--- config.mk ---
export PLATFORM = sky130hd
export DESIGN_NAME = wb_sequencer
export DESIGN_NICKNAME = d
export VERILOG_FILES = /design/src/rtl/wb_sequencer.sv
export SDC_FILE = /design/constraint.sdc
export NUM_CORES = 1
export LEC_CHECK = 0
export CAP_MARGIN = 20
export CORE_ASPECT_RATIO = 1.4
export CORE_MARGIN = 4
export CORE_UTILIZATION = 49
export CTS_BUF_LIST = sky130_fd_sc_hd__clkbuf_4 sky130_fd_sc_hd__clkbuf_8
export CTS_CLUSTER_SIZE = 14
export DETAILED_ROUTE_END_ITERATION = 10
export PLACE_DENSITY = 0.79
export SLEW_MARGIN = 10
export SYNTH_ARGS = -nofsm -noshare
export SYNTH_HDL_FRONTEND = slang
export SYNTH_SLANG_ARGS = --single-unit
--- constraint.sdc ---
create_clock -name clk -period 2.09 [get_ports clk]
set_clock_uncertainty 0.2 [all_clocks]
set_input_delay 0.3135 -clock clk [delete_from_list [all_inputs] [get_ports clk]]
set_output_delay 0.3135 -clock clk [all_outputs]
set_load 0.05 [all_outputs]
--- src/rtl/wb_sequencer.sv ---
// wb_sequencer: multicycle register-file write-back controller with memory/mult-div wait and error reporting
module wb_sequencer #(
  parameter int MEM_LAT    = 2,
  parameter int MD_TIMEOUT = 40
) (
  input  logic       clk,
  input  logic       reset,
  input  logic       wb_req,
  input  logic [3:0] wb_src,
  input  logic [4:0] wb_rd,
  input  logic       md_done,
  output logic [3:0] mem_to_reg,
  output logic       reg_write,
  output logic [4:0] reg_wr_addr,
  output logic       mdr_load,
  output logic       busy,
  output logic       wb_done,
  output logic       wb_err
);
  typedef enum logic [2:0] {IDLE, MEM_WAIT, MD_WAIT, WRITE, FINISH, ERROR} state_t;
  state_t     state_q, state_d;
  logic [3:0] src_q, src_d, mem_to_reg_q, mem_to_reg_d;
  logic [4:0] rd_q, rd_d, reg_wr_addr_q, reg_wr_addr_d;
  logic [5:0] cnt_q, cnt_d;
  logic       reg_write_q, reg_write_d, mdr_load_q, mdr_load_d;
  logic       busy_q, busy_d, wb_done_q, wb_done_d, wb_err_q, wb_err_d, work;
  always_comb begin
    state_d = state_q;
    src_d   = src_q;
    rd_d    = rd_q;
    cnt_d   = cnt_q;
    case (state_q)
      IDLE: if (wb_req) begin
        src_d   = wb_src;
        rd_d    = wb_rd;
        cnt_d   = wb_src == 4'd1 ? 6'(MEM_LAT - 1) : 6'd0;
        state_d = wb_src == 4'd1 ? MEM_WAIT :
                  wb_src inside {4'd3, 4'd4} ? MD_WAIT :
                  wb_src inside {4'd0, 4'd2, 4'd5, 4'd6, 4'd8} ? WRITE : ERROR;
      end
      MEM_WAIT: begin
        state_d = cnt_q == 6'd0 ? WRITE : MEM_WAIT;
        cnt_d   = cnt_q == 6'd0 ? 6'd0 : cnt_q - 6'd1;
      end
      MD_WAIT: begin
        state_d = md_done ? WRITE : cnt_q == 6'(MD_TIMEOUT - 1) ? ERROR : MD_WAIT;
        cnt_d   = cnt_q + 6'd1;
      end
      WRITE:   state_d = FINISH;
      default: state_d = IDLE;
    endcase
    // outputs are registered from the next state so each one lines up with its state
    work          = state_d inside {MEM_WAIT, MD_WAIT, WRITE, FINISH};
    mem_to_reg_d  = work ? src_d : 4'd0;
    reg_wr_addr_d = work ? rd_d : 5'd0;
    reg_write_d   = state_d == WRITE && rd_d != 5'd0;
    mdr_load_d    = state_d == MEM_WAIT && cnt_d == 6'd0;
    busy_d        = state_d != IDLE;
    wb_done_d     = state_d == FINISH;
    wb_err_d      = state_d == ERROR;
  end
  always_ff @(posedge clk) begin
    if (reset) begin
      state_q       <= IDLE;
      src_q         <= '0;
      rd_q          <= '0;
      cnt_q         <= '0;
      mem_to_reg_q  <= '0;
      reg_wr_addr_q <= '0;
      reg_write_q   <= 1'b0;
      mdr_load_q    <= 1'b0;
      busy_q        <= 1'b0;
      wb_done_q     <= 1'b0;
      wb_err_q      <= 1'b0;
    end else begin
      state_q       <= state_d;
      src_q         <= src_d;
      rd_q          <= rd_d;
      cnt_q         <= cnt_d;
      mem_to_reg_q  <= mem_to_reg_d;
      reg_wr_addr_q <= reg_wr_addr_d;
      reg_write_q   <= reg_write_d;
      mdr_load_q    <= mdr_load_d;
      busy_q        <= busy_d;
      wb_done_q     <= wb_done_d;
      wb_err_q      <= wb_err_d;
    end
  end
  assign mem_to_reg  = mem_to_reg_q;
  assign reg_wr_addr = reg_wr_addr_q;
  assign reg_write   = reg_write_q;
  assign mdr_load    = mdr_load_q;
  assign busy        = busy_q;
  assign wb_done     = wb_done_q;
  assign wb_err      = wb_err_q;
endmodule

==> results.cfg <==
[route]
viasPerCell = 5.71
vias = 1552
drtPass1Iterations = 4
ant_nets = 0
wl_per_cell_um = 16.3
drc = 0
routed_wirelength_um = 4430
drtIter0Drc = 30

[worst_setup_path]
end_kind = register
reg2regPathDepth = 8
crit_arrival_ns = 2.07
crit_required_ns = 2.07
path_buf_inv = 1
cp-endpoint = mem_to_reg[2]
cp_top_family = compound AO/OA/AOI/OAI gates
cp_slowest_cell = dfxtp_4
r2r_slack_ns = -0.007
cp_max_fo = 5
crit_start = cnt_q[0]
cp_slowest_stage_delay_ns = 0.36
worstSetupPathType = reg2reg
reg2reg_to = mem_to_reg[2]
r2r-start = cnt_q[0]
critPathLaunchType = register
path_cells = ha_4 -> nand4b_1 -> o31ai_2 -> o211a_1 -> and2_4 -> xor2_4 -> buf_6 -> nor2b_2
crit_cells = 8

[synth]
syn-num-nets = 188
postSynthAreaPerCell_sq_um = 8.82
yosys.area.top_type = dfxtp_1
synthFlopType = dfxtp_1
synth-edff-count = 0
yosysSeqAreaShare = 0.422
ys_ff_latch = 32
ys_types = 50
syn_inst = 172
synth.cell_area_sq_um = 1520
ys_warn_count = 0
async_reset_ff_frac = 0
synth.top_cell.area_share = 0.422
synth_area_leaders = dfxtp_1 (42%), nand2_1 (6.9%), a21oi_1 (5.3%), nor2b_2 (5.2%), nor2_1 (4.0%)

[floorplanning]
start_util = 0.522
die_y_um = 73.9
die_area_sq_um = 4060
die_x_um = 55.0
io_pins = 27
coreArea_sq_um = 2910
rows = 23

[clocking]
path_clk_slew_ns = 0.06
worstSkewPairLatency_ns = 0.28
cts_root_buffer = clkbuf_8
cts_buffers = 5
cts.sinks = 32
hold_buffers = 0
cts.path.max_buffers = 2
cts_tree = yes
h-tree-depth = 2

[grt]
grt_max_degree = 13
grt_pass1_vias = 1595
grt_overflow = 0
grt_usage = 0.246
grt_pass1_wl_um = 7110
antenna_found_initial = 0

[timing]
clock.fmax_mhz = 477
hold_viol_final = 0
worstMarginPinSlew_ns = 0.504
rsz0062_at_grt = true
post-route-period-util = 1.00
min_period_ns = 2.10
setup_viol = 7
slew_viol_final = 0
slew_headroom = 0.663
fin_ws_ns = -0.00666

[min_path]
hold_class = in2reg

[place]
finalWeightedCongestion = 0.876
place_ws_ns = -0.435
dp_hpwl_um = 2950
place.port_buffers = 26

[final_layout]
drive_above_1_share = 0.332
regMostFlops = cnt_q
diodes = 0
fin_util = 0.789
fill_cells = 194
largest_reg_flops = 6
finalNetCount = 251
area_growth_pct = 51.0

[pwr]
max-vdd-ir-drop_mv = 1.11
p_per_area_nw_per_um2 = 1730
p_leak_uw = 0.000924

[status]
violations = negative setup slack
outcome = finished, violations left

[run]
maxCapViolations = 0
cells in the final DEF, fill, tap and decap left out, types with 3 or more instances in the layout:
| cell | instances |
|---|---|
| buf_6 | 4 |
| nor2b_2 | 6 |
| nor2_1 | 16 |
| nor2b_4 | 3 |
| dlygate4sd2_1 | 4 |
| nor3_1 | 3 |
| dfxtp_1 | 27 |
| clkbuf_8 | 7 |
| o21ai_0 | 3 |
| a21oi_1 | 16 |
| nand2_1 | 28 |
| dfxtp_2 | 4 |
| buf_4 | 34 |
| nand3_1 | 5 |
| inv_1 | 3 |
| clkdlybuf4s50_1 | 21 |
| nand2b_1 | 3 |
Yosys cell counts (all sizes together), types with 2 or more instances:
cell and n:
nor2b 10, inv 3, nor4 2, nor3 3, or4 2, nor3b 2
buf 4, and3 2, nand2b 3, and2 2, o21ai 5, a211o 2
ha 3, a221oi 2, nand3 5, dfxtp 32, nand2 28, nor2 16
a41oi 2, a21oi 16, clkbuf 5
per-layer routing:
layer  routed length, um  vias up  global-route usage
met5                   0        -                   0
met4                 122        0               0.124
met3                 233       12              0.0629
met2                2440       62               0.446
met1                1630      740               0.245
li1                    -      738                   -
worst register-to-register path, delay by kind of cell (launching register included):
| kind | cells | cell delay [ns] |
|---|---|---|
| adders and majority gates | 1 | 0.13 |
| and+or+nand+nor | 3 | 0.41 |
| buffers and inverters | 1 | 0.16 |
| AOI/OAI and AO/OA | 2 | 0.56 |
| xor gates and xnor gates | 1 | 0.17 |
| DFF | 1 | 0.36 |
area by class of cell:
cell class	instances	area [sq um]	area share
Multi-Input combinational cell	128	918	0.401
Sequential cell	32	649	0.283
Timing Repair Buffer	65	571	0.249
Clock buffer	7	96.3	0.0420
Tap cell	37	46.3	0.0202
Inverter	3	11.3	0.00491
worst min-delay path by stage:
stage	startpoint	to	slack, ns	cells past startpoint
after floorplan	reset	state_q[2]	0.21	1
after global placement	src_q[3]	src_q[3]	0.24	2
after detailed placement	src_q[1]	src_q[1]	0.25	2
after CTS	src_q[1]	src_q[1]	0.27	2
final	wb_src[0]	src_q[0]	0.13	3
after global routing	wb_src[0]	src_q[0]	0.16	3
per-stage QoR:
stage	hold slack, ns	instances	TNS (ns)	total power, uW	cell area, sq um
floorplan	0.208	172	0	2190	1520
global placement	0.241	259	-6.13	3020	2050
detailed placement	0.250	259	-7.04	3090	2050
CTS	0.265	273	-0.00135	4030	2270
global route	0.163	272	-0.896	4220	2290
finish	0.132	272	-0.0329	3970	2290
timing repair:
action / CTS / global route
setup buffers: 6 / 1
gates cloned: 1 / 0
gates resized for setup: 19 / 16
pin swaps: 8 / 13
endpoints found under the setup margin: 13 / 12
kinds of logic after synthesis:
logic type | count (synthesis) | share of synthesized area
AND/OR/NAND/NOR | 82 | 0.299
AO/OA/AOI/OAI | 42 | 0.193
flip-flops | 32 | 0.422
buffers and inverters | 12 | 0.0429
adder cells (fa/ha/maj) | 3 | 0.0247
XOR/XNOR | 1 | 0.0181
where the power goes:
part | switching (uW) | leakage [uW] | internal (uW)
Combinational | 1340 | 0.000610 | 1180
Clock | 208 | 0.0000503 | 293
Sequential | 155 | 0.000264 | 800
Total | 1700 | 0.000924 | 2270
Power figures use the tool's default switching activity.
